[src/rtl/mealy_xduce_sched_if.sv]
// mealy_xduce_sched_if
//   Bundle for the shared serial transducer scheduler.
//   Request side:  req_valid/req_data in, req_ready (one-hot grant) out.
//   Response side: rsp_valid/rsp_id/rsp_data/rsp_state out, rsp_ready in.
//   busy: scheduler is shifting a word or holding a response.
//   master = producers/consumer side, slave = scheduler side.
interface mealy_xduce_sched_if #(
  parameter int N_REQ = 4,
  parameter int WIDTH = 8,
  parameter int IDW   = 2
) ();
  logic [N_REQ-1:0]       req_valid;
  logic [N_REQ*WIDTH-1:0] req_data;
  logic [N_REQ-1:0]       req_ready;
  logic                   rsp_valid;
  logic                   rsp_ready;
  logic [IDW-1:0]         rsp_id;
  logic [WIDTH-1:0]       rsp_data;
  logic [1:0]             rsp_state;
  logic                   busy;

  modport master (
    output req_valid, req_data, rsp_ready,
    input  req_ready, rsp_valid, rsp_id, rsp_data, rsp_state, busy
  );

  modport slave (
    input  req_valid, req_data, rsp_ready,
    output req_ready, rsp_valid, rsp_id, rsp_data, rsp_state, busy
  );
endinterface

[src/rtl/mealy_xduce_sched.sv]
// mealy_xduce_sched
//   Shares one 4-state serial Mealy transducer among N_REQ word requesters.
//   A granted word is shifted LSB-first through the transducer (restarted in
//   S0 per word); the WIDTH output bits come back as one tagged response.
//
//   Ports:
//     clk  - clock, rising edge
//     rst  - asynchronous, active-high reset
//     bus  - mealy_xduce_sched_if.slave: req_valid/req_data/req_ready,
//            rsp_valid/rsp_ready/rsp_id/rsp_data/rsp_state, busy
//
//   Build option: define MXS_FIXED_PRIO_EN for fixed priority arbitration
//   (lowest index wins, pointer held at 0). Default is round-robin.
//
//   state | meaning
//   IDLE  | arbitrating; req_ready is the combinational grant
//   SHIFT | one input bit per cycle through the transducer
//   DONE  | response held on rsp_* until rsp_ready
module mealy_xduce_sched #(
  parameter int N_REQ = 4,
  parameter int WIDTH = 8,
  parameter int IDW   = 2
) (
  input  logic                clk,
  input  logic                rst,
  mealy_xduce_sched_if.slave  bus
);

  localparam int CW = $clog2(WIDTH) + 1;

  typedef enum logic [1:0] {
    IDLE  = 2'd0,
    SHIFT = 2'd1,
    DONE  = 2'd2
  } state_t;

  state_t           r_state, w_state_nxt;
  logic [IDW-1:0]   r_ptr;
  logic [IDW-1:0]   r_id;
  logic [IDW-1:0]   w_grant_idx;
  logic [N_REQ-1:0] w_grant_oh;
  logic             w_grant_any;
  logic             w_accept;
  logic             w_last_bit;
  logic [WIDTH-1:0] r_word;
  logic [WIDTH-1:0] r_result;
  logic [1:0]       r_xs;
  logic [1:0]       w_xs_nxt;
  logic             w_y;
  logic [CW-1:0]    r_cnt;

  // Search starts at r_ptr and wraps. In the fixed-priority build r_ptr
  // never leaves 0, so this degenerates to lowest-index-wins.
  always_comb begin
    int j;
    j           = 0;
    w_grant_oh  = '0;
    w_grant_idx = '0;
    w_grant_any = 1'b0;
    for (int k = 0; k < N_REQ; k++) begin
      j = int'(r_ptr) + k;
      if (j >= N_REQ) j = j - N_REQ;
      if (!w_grant_any && bus.req_valid[j]) begin
        w_grant_any = 1'b1;
        w_grant_idx = IDW'(j);
      end
    end
    if (w_grant_any) w_grant_oh[w_grant_idx] = 1'b1;
  end

  assign w_accept   = (r_state == IDLE) && w_grant_any;
  assign w_last_bit = (r_cnt == CW'(WIDTH - 1));

  // Transducer step on the current LSB of the shifting word.
  always_comb begin
    w_xs_nxt = r_xs;
    w_y      = 1'b0;
    case ({r_xs, r_word[0]})
      3'b00_1: begin w_xs_nxt = 2'd0; w_y = 1'b1; end
      3'b00_0: begin w_xs_nxt = 2'd1; w_y = 1'b0; end
      3'b01_1: begin w_xs_nxt = 2'd3; w_y = 1'b0; end
      3'b01_0: begin w_xs_nxt = 2'd2; w_y = 1'b1; end
      3'b10_1: begin w_xs_nxt = 2'd1; w_y = 1'b0; end
      3'b10_0: begin w_xs_nxt = 2'd0; w_y = 1'b1; end
      3'b11_1: begin w_xs_nxt = 2'd2; w_y = 1'b1; end
      3'b11_0: begin w_xs_nxt = 2'd3; w_y = 1'b0; end
      default: begin w_xs_nxt = 2'd0; w_y = 1'b0; end
    endcase
  end

  always_comb begin
    w_state_nxt = r_state;
    case (r_state)
      IDLE:    if (w_accept)      w_state_nxt = SHIFT;
      SHIFT:   if (w_last_bit)    w_state_nxt = DONE;
      DONE:    if (bus.rsp_ready) w_state_nxt = IDLE;
      default:                    w_state_nxt = IDLE;
    endcase
  end

  always_ff @(posedge clk or posedge rst) begin
    if (rst) r_state <= IDLE;
    else     r_state <= w_state_nxt;
  end

  // The word is shifted right so bit[count] is always at position 0, and
  // y is shifted in from the top so that after WIDTH steps bit k of the
  // result holds the y produced by input bit k.
  always_ff @(posedge clk or posedge rst) begin
    if (rst) begin
      r_ptr    <= '0;
      r_id     <= '0;
      r_word   <= '0;
      r_result <= '0;
      r_xs     <= 2'd0;
      r_cnt    <= '0;
    end else begin
      case (r_state)
        IDLE: begin
          if (w_accept) begin
            r_word   <= bus.req_data[int'(w_grant_idx)*WIDTH +: WIDTH];
            r_id     <= w_grant_idx;
            r_result <= '0;
            r_xs     <= 2'd0;
            r_cnt    <= '0;
`ifdef MXS_FIXED_PRIO_EN
            r_ptr    <= '0;
`else
            if (w_grant_idx == IDW'(N_REQ - 1)) r_ptr <= '0;
            else                                r_ptr <= w_grant_idx + 1'b1;
`endif
          end
        end
        SHIFT: begin
          r_word   <= r_word >> 1;
          r_result <= {w_y, r_result[WIDTH-1:1]};
          r_xs     <= w_xs_nxt;
          r_cnt    <= r_cnt + 1'b1;
        end
        default: ;
      endcase
    end
  end

  assign bus.req_ready = (r_state == IDLE) ? w_grant_oh : '0;
  assign bus.rsp_valid = (r_state == DONE);
  assign bus.busy      = (r_state != IDLE);
  assign bus.rsp_data  = r_result;
  assign bus.rsp_id    = r_id;
  assign bus.rsp_state = r_xs;

endmodule
[src/flat_wrapper.sv]
// flat-port wrapper written by rule: the top's interface ports become plain ports
module mealy_xduce_sched_flat 
#(
  parameter int N_REQ = 4,
  parameter int WIDTH = 8,
  parameter int IDW   = 2
)
  (clk, rst, bus_req_valid, bus_req_data, bus_rsp_ready, bus_req_ready, bus_rsp_valid, bus_rsp_id, bus_rsp_data, bus_rsp_state, bus_busy);
  mealy_xduce_sched_if #(.N_REQ(N_REQ), .WIDTH(WIDTH), .IDW(IDW)) bus_i ();
  input  logic clk;
  input  logic rst;
  input wire logic [$bits(bus_i.req_valid)-1:0] bus_req_valid;
  input wire logic [$bits(bus_i.req_data)-1:0] bus_req_data;
  input wire logic [$bits(bus_i.rsp_ready)-1:0] bus_rsp_ready;
  output wire logic [$bits(bus_i.req_ready)-1:0] bus_req_ready;
  output wire logic [$bits(bus_i.rsp_valid)-1:0] bus_rsp_valid;
  output wire logic [$bits(bus_i.rsp_id)-1:0] bus_rsp_id;
  output wire logic [$bits(bus_i.rsp_data)-1:0] bus_rsp_data;
  output wire logic [$bits(bus_i.rsp_state)-1:0] bus_rsp_state;
  output wire logic [$bits(bus_i.busy)-1:0] bus_busy;
  assign bus_i.req_valid = bus_req_valid;
  assign bus_i.req_data = bus_req_data;
  assign bus_i.rsp_ready = bus_rsp_ready;
  assign bus_req_ready = bus_i.req_ready;
  assign bus_rsp_valid = bus_i.rsp_valid;
  assign bus_rsp_id = bus_i.rsp_id;
  assign bus_rsp_data = bus_i.rsp_data;
  assign bus_rsp_state = bus_i.rsp_state;
  assign bus_busy = bus_i.busy;
  mealy_xduce_sched #(.N_REQ(N_REQ), .WIDTH(WIDTH), .IDW(IDW)) u_core (.clk(clk), .rst(rst), .bus(bus_i));
endmodule
[config.mk]
export PLATFORM = sky130hd
export DESIGN_NAME = mealy_xduce_sched_flat
export DESIGN_NICKNAME = d
export VERILOG_FILES = /design/src/rtl/mealy_xduce_sched_if.sv /design/src/rtl/mealy_xduce_sched.sv /design/src/flat_wrapper.sv
export SDC_FILE = /design/constraint.sdc
export NUM_CORES = 1
export LEC_CHECK = 0
export CAP_MARGIN = 20
export CORE_MARGIN = 8
export CORE_UTILIZATION = 40
export CTS_CLUSTER_DIAMETER = 80
export CTS_CLUSTER_SIZE = 14
export DETAILED_ROUTE_END_ITERATION = 10
export PLACE_DENSITY = 0.74
export SLEW_MARGIN = 10
export SYNTH_ARGS = -nofsm -noshare
export SYNTH_HDL_FRONTEND = slang
export SYNTH_SLANG_ARGS = --single-unit
[constraint.sdc]
create_clock -name clk -period 3 [get_ports clk]
set_input_delay 0.6 -clock clk [delete_from_list [all_inputs] [get_ports clk]]
set_output_delay 0.6 -clock clk [all_outputs]
set_load 0.03 [all_outputs]
Word-level counts from Yosys, hierarchy flattened
Memories as Yosys holds them, arrays and structs flattened.
Index checks and enable logic that the tools add are counted.
{ "word_totals": {"reg_bits": 28, "rom_bits": 24, "in_bits": 39, "output_inout_bits": 18, "elab_cells": 90, "memories": 1} }
{ "memory_table": {"columns": ["memory", "depth", "width", "read_ports", "rd_ports_with_merged_regs", "write_ports", "line", "source"], "rows": [
  ["(no name shown)", 8, 3, 1, 0, 0, "mealy_xduce_sched.sv:78", "case ({r_xs, r_word[0]})"]
]} }
{ "classes": {"n_addsub": 9, "order_cmp": 10, "eq_ne": 7, "n_shift": 1, "n_mux": 41, "reduce_logical": 14} }
{ "op_table": {"columns": ["operator", "count"], "rows": [
  ["32-bit by 4-bit < comparator with 1-bit output, second input constant", 4],
  ["32-bit 2-to-1 mux", 4],
  ["32-bit by 4-bit >= comparator with 1-bit output, second input constant", 3],
  ["32-bit by 4-bit subtractor with 32-bit output, second input constant", 3],
  ["8-bit case mux with 2 select lines", 2],
  ["32-bit by 6-bit indexed part select with 8-bit output", 1],
  ["2-bit 2-to-1 mux", 9],
  ["8-bit 2-to-1 mux", 2],
  ["1-bit 2-to-1 mux", 13],
  ["4-bit 2-to-1 mux", 3],
  ["1-bit binary-select mux with 2-bit select", 4],
  ["4-bit case mux with 2 select lines", 1],
  ["2-bit by 2-bit adder with 3-bit output, second input constant", 2],
  ["2-bit case mux with 3 select lines", 1],
  ["1-bit logical AND", 5],
  ["4-bit by 1-bit adder with 4-bit output, second input constant", 1],
  ["2-bit == test, second input constant", 2],
  ["4-bit by 3-bit == test with 1-bit output, second input constant", 1],
  ["2-bit by 1-bit != test with 1-bit output, second input constant", 2],
  ["2-bit case mux with 2 select lines", 1],
  ["2-bit AND reduction", 2],
  ["2-bit nonzero test", 2],
  ["2-bit by 3-bit subtractor with 4-bit output, second input constant", 1],
  ["2-bit by 1-bit adder with 3-bit output, second input constant", 1],
  ["10 further kinds", 12]
]} }

Longest topological paths before layout
{ "logic_depth": {"depth_word": 21, "depth_mapped": 9, "ltp_nobuf": 7} }

Least setup slack after synthesis
No wires, ideal clock.
{ "synth_timing": {"path_type": "input to output", "start": "in bus_req_valid[1]", "end": "out bus_req_ready[0]", "arrival_time_ps": 2114, "required_time_ps": 2400, "path_slack_ps": 286, "stages": 7, "cell_sequence": "buf_2 -> nor2b_1 -> nor3_4 -> o22ai_4 -> buf_12 -> inv_2 -> nor3_1"} }
{ "synth_via": {"elab_chain_cells": 19, "elab_cells_between_ends": 33, "cone_classes": "2 x order compare; 24 x mux; 7 x reduce/logical"} }
{ "synth_rtl": {"columns": ["element", "line", "source"], "rows": [
  ["start: declaration", "flat_wrapper.sv:12", "input wire logic [$bits(bus_i.req_valid)-1:0] bus_req_valid;"],
  ["1-bit binary-select mux with 2-bit select", "mealy_xduce_sched.sv:63", "if (!w_grant_any && bus.req_valid[j]) begin"],
  ["1-bit 2-to-1 mux (implied by the code) (2 in series)", "mealy_xduce_sched.sv:63", null],
  ["1-bit 2-to-1 mux", "mealy_xduce_sched.sv:63", null],
  ["1-bit zero test", "mealy_xduce_sched.sv:63", null],
  ["1-bit logical AND", "mealy_xduce_sched.sv:63", null],
  ["1-bit 2-to-1 mux", "mealy_xduce_sched.sv:63", null],
  ["1-bit zero test", "mealy_xduce_sched.sv:63", null],
  ["1-bit logical AND", "mealy_xduce_sched.sv:63", null],
  ["[2 not listed]", null, null],
  ["1-bit logical AND", "mealy_xduce_sched.sv:63", null],
  ["2-bit 2-to-1 mux", "mealy_xduce_sched.sv:63", null],
  ["2-bit by 3-bit < comparator with 1-bit output (implied by the code) / 2-bit by 1-bit >= comparator with 1-bit output (equally long branches)", "mealy_xduce_sched.sv:68", "if (w_grant_any) w_grant_oh[w_grant_idx] = 1'b1;"],
  ["1-bit logical AND (implied by the code)", "mealy_xduce_sched.sv:68", null],
  ["1-bit 2-to-1 mux (implied by the code)", "mealy_xduce_sched.sv:68", null],
  ["1-bit demux with 2-bit select", null, null],
  ["4-bit 2-to-1 mux *", "mealy_xduce_sched.sv:68", null],
  ["4-bit 2-to-1 mux *", "mealy_xduce_sched.sv:145", "assign bus.req_ready = (r_state == IDLE) ? w_grant_oh : '0;"],
  ["end: declaration", "flat_wrapper.sv:15", "output wire logic [$bits(bus_i.req_ready)-1:0] bus_req_ready;"]
]} }
Every way passes the cells marked *; elsewhere a longest branch is shown, timed or not. The select of a mux whose other input is x is not followed.

Final worst setup path
{ "layout_timing": {"start": "in bus_req_valid[1]", "end": "out bus_req_ready[2]"} }
Same word-level chain as after synthesis.

==> results.json <==
{
  "status": "finished, final reports clean",
  "internal_power_mw": 1.176,
  "start_kind": "input pin",
  "drc": 0,
  "fp.coreArea_sq_um": 3943,
  "ctsHoldBuffers": 0,
  "grt-busiest-layer": "met2",
  "slew_viol_final": 0,
  "totalWireLength_mm": 4.076,
  "fillers": 370,
  "postRouteAntennaNets": 0,
  "finalSetupViolCount": 0,
  "first_pass_iters": 4,
  "via_per_inst": 5.163,
  "clock_sinks": 28,
  "drtIter0Drc": 69,
  "p_switching_uw": 880.9,
  "synth_seq_cells": 28,
  "sw_frac_of_total_pct": 42.82,
  "seqCellArea_sq_um": 700.7,
  "gp_congestion": 0.7992,
  "seqPwrFrac_pct": 33.2,
  "required_ns": 2.40,
  "crit_arrival_ns": 2.23,
  "dieArea_sq_um": 6316,
  "fin_crit_sh_pct": 94.18,
  "initial_core_util_pct": 40.88,
  "hold_class": "register to register",
  "ys_types": 38,
  "worstMarginPinSlew_ns": 0.6003,
  "grt_use_met1_pct": 15.92,
  "layout_min_cycle_time_ns": 2.825,
  "grt_use_met2_pct": 21.43,
  "cts_resized": 0,
  "die_w_um": 79.48,
  "ir_drop_uv": 512.5,
  "n_antenna_cell": 0,
  "cts_root_buffer": "clkbuf_8",
  "p_leak_nw": 1.047,
  "syn_area_per_cell_sq_um": 9.315,
  "share_comb_of_total_power_pct": 55.7,
  "syn_nets": 214,
  "fin_setup_tns_ns": 0,
  "dpl-instance-area_sq_um": 2228,
  "num_vias": 1456,
  "endpoint_kind": "primary output",
  "max_freq_mhz": 354.0,
  "fin_area_sq_um": 2283,
  "cts_tree": "built",
  "htree_levels": 1,
  "post-cts-setup-buffers": 0,
  "port_buffers": 56,
  "drv_cap": 0,
  "clk_pin_slew_ns": 0.09,
  "maxSlewHeadroom_pct": 59.83,
  "grt-ovfl-total": 0,
  "num_rows": 23,
  "crit_type": "input pin to primary output",
  "use_met3_pct": 2.815,
  "clk_path_buf_depth": 2,
  "syn_to_final_growth_pct": 41.69,
  "synth_area_sq_um": 1612,
  "grt_pass1_vias": 1417,
  "final_common_cell": "clkdlybuf4s50_1",
  "grt_usage_pct": 12.94,
  "antenna_found_initial": 0,
  "drive_gt1_share_pct": 9.914,
  "grt_max_degree": 29,
  "hpwl_mm": 3.175,
  "ys_seq_area_share_pct": 43.48,
  "hold_viol_final": 0,
  "layout_common_cells": "clkdlybuf4s50_1 (52), nand2_1 (33), dfrtp_1 (28), buf_4 (13), mux2i_1 (12)",
  "wl_per_cell_um": 14.45,
  "yosysWarnings": 0,
  "cellPowerDensity_nw_per_um2": 901.0,
  "cts_buffers": 3,
  "clk-insertion-delay-late_ns": 0.27,
  "grt_pass1_wl_mm": 6.651,
  "crit_fanout": 7,
  "finalPower_mw": 2.057,
  "final_nets": 274,
  "die_h_um": 79.48,
  "ioPinCount": 57,
  "p_clk_share_pct": 11.1,
  "rsz0062_at_grt": "false",
  "syn_inst": 173,
  "clock_skew_ns": 0.005407,
  "multi_input_area_sq_um": 832.0
}
==> synth_stat cells (all sizes together) <==
library cell / n / area [sq um]
o22ai: 1 / 20.02
nor3: 4 / 31.28
o211a: 1 / 10.01
buf: 9 / 60.06
or2: 2 / 12.51
a221oi: 4 / 35.03
o221ai: 8 / 70.07
a21boi: 1 / 7.510
mux2i: 12 / 120.1
ha: 2 / 25.02
and2b: 1 / 7.510
nand3: 11 / 55.05
o21ai: 7 / 35.03
xor2: 1 / 8.760
nor2b: 4 / 27.53
a22oi: 3 / 22.52
a21o: 3 / 22.52
inv: 4 / 15.01
nor4: 1 / 12.51
xnor2: 1 / 8.760
nor3b: 1 / 12.51
a22o: 1 / 8.760
dfrtp: 28 / 700.7
a21oi: 7 / 35.03
and2: 1 / 6.260
nand2: 33 / 123.9
o31ai: 2 / 15.01
nand4: 1 / 6.260
and3: 1 / 6.260
o22a: 1 / 8.760
nand2b: 7 / 43.79
nor2: 9 / 33.78
clkbuf: 1 / 3.750
==> per-layer routing <==
| layer | vias to the layer above | share of wire (%) | wire length, um |
|---|---|---|---|
| met5 | - | 0 | 0 |
| met4 | 0 | 1.3 | 55 |
| met3 | 5 | 4.8 | 195 |
| met2 | 30 | 51 | 2061 |
| met1 | 681 | 43 | 1763 |
| li1 | 740 | - | - |
==> critical path: stages <==
cell,delay (ns)
clkdlybuf4s50_1,0.57
a21o_1,0.22
a21boi_1,0.13
o22a_1,0.22
buf_4,0.16
and3_1,0.15
buf_4,0.16
==> registers in the layout, indices dropped and copies added (netlist names) <==
| signal | count |
|---|---|
| u_core.bus.rsp_data | 8 |
| u_core.bus.rsp_id | 2 |
| u_core.bus.rsp_state | 2 |
| u_core.r_cnt | 4 |
| u_core.r_ptr | 2 |
| u_core.r_state | 2 |
| u_core.r_word | 8 |
==> power by group through the flow <==
| stage | combinational [mW] | sequential (mW) | clock, mW |
|---|---|---|---|
| after global routing | 1.26 | 0.708 | 0.256 |
| after CTS | 1.16 | 0.684 | 0.238 |
| after global placement | 1.14 | 0.685 | 0 |
| after detailed placement | 1.16 | 0.690 | 0 |
| after floorplan | 0.697 | 0.784 | 0 |
| final | 1.15 | 0.683 | 0.229 |
==> final cells by class <==
class,instances,share of cell area [%]
clock buffers,4,2.411
well taps,50,2.740
flip-flops and latches,28,30.68
multi-input cells,131,36.44
repair buffers,65,27.07
inverters,4,0.6575
==> path summary, 6_finish.rpt <==
check | slack [ns] | cells past startpoint | endpoint | start
max in group asynchronous | 2.07 | 3 | u_core.r_word[7] | rst
worst max-delay path | 0.17 | 7 | bus_req_ready[2] | bus_req_valid[1]
worst max register to register | 1.24 | 6 | u_core.r_word[5] | u_core.r_ptr[0]
min in group asynchronous | 0.67 | 3 | u_core.bus.rsp_data[3] | rst
worst min-delay path | 0.48 | 1 | u_core.bus.rsp_id[0] | u_core.bus.rsp_id[0]
worst min register to register | 0.48 | 1 | u_core.bus.rsp_id[0] | u_core.bus.rsp_id[0]
==> per-stage QoR <==
| stage | cells | setup WS [ns] | util [%] | hold WS (ns) |
|---|---|---|---|---|
| 2_1_floorplan | 173 | 0.2857 | - | 0.4562 |
| 3_3_place_gp | 278 | 0.2199 | 56.52 | 0.4602 |
| 3_5_place_dp | 278 | 0.1729 | 56.52 | 0.4673 |
| 4_1_cts | 282 | 0.1635 | 57.92 | 0.4892 |
| 5_1_grt | 282 | 0.05038 | 57.92 | 0.5217 |
| 6_report | 282 | 0.1747 | 57.92 | 0.4812 |
==> cell families after synthesis <==
group,synth area share (%)
fa+ha+maj,1.553
mux,7.454
buf+inv,4.891
xor+xnor,1.087
simple gates,23.53
flops,43.48
compound gates,18.01
(Power assumes the default switching activity.)
==> edit 1: new RTL, same flow settings <==
Reset style: synchronous (`rst`), changed in 2 clocked blocks. Comments in the files are not updated.
--- a/src/rtl/mealy_xduce_sched.sv
+++ b/src/rtl/mealy_xduce_sched.sv
@@ -98,7 +98,7 @@
     endcase
   end
 
-  always_ff @(posedge clk or posedge rst) begin
+  always_ff @(posedge clk) begin
     if (rst) r_state <= IDLE;
     else     r_state <= w_state_nxt;
   end
@@ -106,7 +106,7 @@
   // The word is shifted right so bit[count] is always at position 0, and
   // y is shifted in from the top so that after WIDTH steps bit k of the
   // result holds the y produced by input bit k.
-  always_ff @(posedge clk or posedge rst) begin
+  always_ff @(posedge clk) begin
     if (rst) begin
       r_ptr    <= '0;
       r_id     <= '0;
Function: differs if rst is asserted again (counterexample within 4 cycles, from zero or initial values and one cycle with rst high); with rst held inactive, the same outputs for 10 cycles.
==> edit 1 against the original RTL <==
- count of clock-buffer cells in the layout increased by 2
- setup slack improved by 0.15 ns
- via count increased by 16%
- core utilization increased by 2.6 points
- sequential cell count increased by 3
- first-iteration DRC count increased by 5.8%
- synthesized area increased by 8.2%
- routed wire length increased by 13%
- global-route usage increased by 1.5 points
- cell area increased by 13%
- critical endpoint unchanged
- largest cell class unchanged
Power is not compared: it rests on default switching activity, and its combinational part moved more than twofold at a synthesized area within 25%.
==> edit 1: results (changes against the original RTL) <==
{| class="wikitable"
! Metric !! Value
|-
| Share of synthesized registers carrying an async set or reset || 0 (-1.000)
|-
| Number of global-route vias before repair || 1628 (+15%)
|-
| CTS H-tree depth || 2 (+1)
|-
| Min Hold Slack || 0.4618 ns (-0.01941 ns)
|-
| Reg2Reg Capture Point || u_core.r_word[3]
|-
| Final critical delay including setup and external delays || 2.673 ns (-0.1524 ns)
|-
| Mean instance size in the synthesized netlist || 8.765 um2 (-5.9%)
|-
| Clock buffer count in the final layout || 6 (+2)
|-
| Endpoint, Worst Hold || u_core.bus.rsp_id[1]
|-
| Run status || complete, no violations
|-
| Slack of the worst reg-to-reg path || 0.92 ns (-0.32 ns)
|-
| Via count || 1690 (+16%)
|-
| Sequential cell area || 620.6 um2 (-11%)
|-
| Pin count of the biggest net entering global routing || 25 (-14%)
|-
| Total number of nets in the final design || 310 (+13%)
|-
| Footprint of the multi-input gates || 1081 um2 (+30%)
|-
| Proportion of layout cells with a drive suffix above 1 || 0.1842 (+0.08507)
|-
| Launch point of the worst path || bus_req_valid[2]
|-
| Fraction of area in clock buffers and inverters || 0.03393 (+0.009822)
|-
| Fill cell count || 382 (+3.2%)
|-
| HPWL after detailed placement || 3435 um (+8.2%)
|-
| Synth Net Count || 243 (+14%)
|-
| Resized cells post-CTS || 15 (+15)
|-
| Slowest library cell on the worst path || or4_4
|-
| Post-synthesis cell type count || 40 (+5.3%)
|-
| Global-route usage over all layers || 0.1445 (+0.01509)
|-
| Weighted congestion at the end of routability-driven global placement || 0.7666 (-4.1%)
|-
| Per-cell routed wire length || 14.43 um (-0.18%)
|-
| CP peak stage delay || 0.53 ns (-0.04 ns)
|}
[edit 1: changes by cell type after synthesis, sizes merged, moves of 4 or more]
cell / before / now
a211oi: 0 / 9
a21oi: 7 / 15
a22oi: 3 / 9
buf: 9 / 3
clkbuf: 1 / 12
dfrtp: 28 / 0
dfxtp: 0 / 31
mux2: 0 / 7
nand2: 33 / 12
nand3: 11 / 2
nand3b: 0 / 4
nor2: 9 / 19
o211ai: 0 / 4
o221ai: 8 / 0
[edit 1: cell families (layout without fill, tap and decap cells)]
family | count (synthesis) | count (layout) | synth area share
compound gates | 60 | 60 | 0.2496
xor+xnor | 1 | 1 | 0.005022
fa+ha+maj | 5 | 5 | 0.03587
buf+inv | 19 | 86 | 0.04590
flops | 31 | 31 | 0.3558
mux | 19 | 19 | 0.1141
simple gates | 64 | 64 | 0.1937
[edit 1: per-layer routing]
layer	share of wire	global-route usage	wire length, um
met1	0.43	0.1665	1961
met2	0.50	0.2415	2299
met3	0.051	0.05142	235
met4	0.020	0.05088	91
met5	0	0	0
==> edit 2: new RTL, config.mk and constraints unchanged <==
Without the edit above. The option `MXS_FIXED_PRIO_EN` is turned on by a define.
--- a/src/rtl/mealy_xduce_sched.sv
+++ b/src/rtl/mealy_xduce_sched.sv
@@ -16,6 +16,8 @@
 //   IDLE  | arbitrating; req_ready is the combinational grant
 //   SHIFT | one input bit per cycle through the transducer
 //   DONE  | response held on rsp_* until rsp_ready
+`define MXS_FIXED_PRIO_EN
+
 module mealy_xduce_sched #(
   parameter int N_REQ = 4,
   parameter int WIDTH = 8,
Function: same outputs for any inputs over 4 cycles, from zero or initial values and one cycle with rst high; that may be too few to reach the edited logic, so the function may still have changed.
==> edit 2 against the original RTL <==
- clock power fell by 39%
- power fell by 21%
- core utilization rose by 0.30 points
- setup slack improved by 0.22 ns
- register-to-register slack improved by 0.12 ns
- cell area fell by 8.8%
- synthesized area fell by 9.5%
- routed wire length fell by 3.9%
- count of clock-buffer cells in the layout fell by 1
- sequential cell count fell by 2
- combinational power fell by 26%
- critical endpoint is now bus_req_ready[1]
- largest cell class unchanged
==> edit 2: results (changes against the original RTL) <==
{| class="wikitable"
! Metric !! Value
|-
| Run status || complete, no violations
|-
| Worst setup skew after layout || 0.003702 ns (-0.001705 ns)
|-
| Largest fanout of any net on the critical path || 4 (-3)
|-
| Non-clock buffer total of the final layout || 61 (-6.2%)
|-
| Sequential cell area || 650.6 um2 (-7.1%)
|-
| Net load switching power || 0.0006674 W (-24%)
|-
| Clock root cell || clkbuf_4
|-
| Post-synthesis cell type count || 34 (-11%)
|-
| Pin count of the biggest net entering global routing || 27 (-6.9%)
|-
| Met2 Track Usage GR || 0.2288 (+0.01445)
|-
| Worst vdd ir || 0.0002731 V (-47%)
|-
| Top post-synthesis cells by area || dfrtp_1, a221o_1, a22o_1, a21oi_1, o21ai_0
|-
| Number of global-route vias before repair || 1603 (+13%)
|-
| Leakage power figure || 0.8679 nW (-17%)
|-
| Fraction of area in multi-input gates || 0.3459 (-0.01844)
|-
| Global-route usage over all layers || 0.1363 (+0.006874)
|-
| Fill cell count || 323 (-13%)
|-
| Number of multi-input logic gates || 108 (-18%)
|-
| GR Util met1 || 0.1523 (-0.006978)
|-
| Number of cells produced by synthesis || 150 (-13%)
|-
| Top cell types by occurrence after synthesis || dfrtp_1, a21oi_1, o21ai_0, a221o_1, nor2_1
|-
| Routed metal-1 wire length || 1746 um (-0.96%)
|-
| Seq/Total Area, Yosys || 0.4460 (+0.01119)
|-
| Power in combinational cells || 0.000856 W (-26%)
|-
| Area of the mapped netlist || 1459 um2 (-9.5%)
|-
| Sequential fraction of design power || 0.383 (+0.051)
|-
| Final Instance Area || 2083 um2 (-8.8%)
|-
| Weighted congestion at the end of routability-driven global placement || 0.7264 (-9.1%)
|-
| Proportion of layout cells with a drive suffix above 1 || 0.07882 (-0.02032)
|-
| Insertion delay to the later sink of the worst-skew pair || 0.31 ns (+0.04 ns)
|-
| Per-cell routed wire length || 15.61 um (+8.0%)
|-
| DR WL met2 || 1731 um (-16%)
|-
| Post-DP Area || 2033 um2 (-8.8%)
|-
| First-pass GRT wire length || 6927 um (+4.1%)
|-
| Combinational Power Share || 0.530 (-0.027)
|-
| Clock slew seen by the registers of the worst setup and hold paths || 0.12 ns (+0.03 ns)
|-
| Signal buffers share of area || 0.2931 (+0.02241)
|-
| Global Route met3 Usage || 0.05542 (+0.02727)
|-
| FFs & Latches || 26 (-7.1%)
|-
| Violation count after the first detailed-routing iteration || 53 (-23%)
|}
## edit 2: worst max-delay path, cell delays in order
cell and delay [ns]:
clkdlybuf4s50_1 0.42, inv_1 0.14, and3_1 0.17, clkdlybuf4s50_1 0.67
## edit 2: logic make-up after synthesis
kind of cell	after synthesis	share of synthesized area
flip-flops	26	0.4460
adder cells (fa/ha/maj)	1	0.008575
AND/OR/NAND/NOR	43	0.1681
XOR/XNOR	2	0.01201
AO/OA/AOI/OAI	62	0.3053
buffers and inverters	16	0.06004
## edit 2: final timing paths
check                             startpoint                      to  slack, ns  cells past startpoint
min in group asynchronous                rst  u_core.bus.rsp_data[0]       0.52                      2
setup / recovery            bus_req_valid[0]        bus_req_ready[1]       0.40                      4
hold reg to reg             u_core.r_word[7]        u_core.r_word[7]       0.50                      2
setup reg to reg           u_core.r_state[0]        u_core.r_word[3]       1.36                      4
max in group asynchronous                rst         u_core.r_cnt[2]       2.09                      3
hold / removal              u_core.r_word[7]        u_core.r_word[7]       0.50                      2
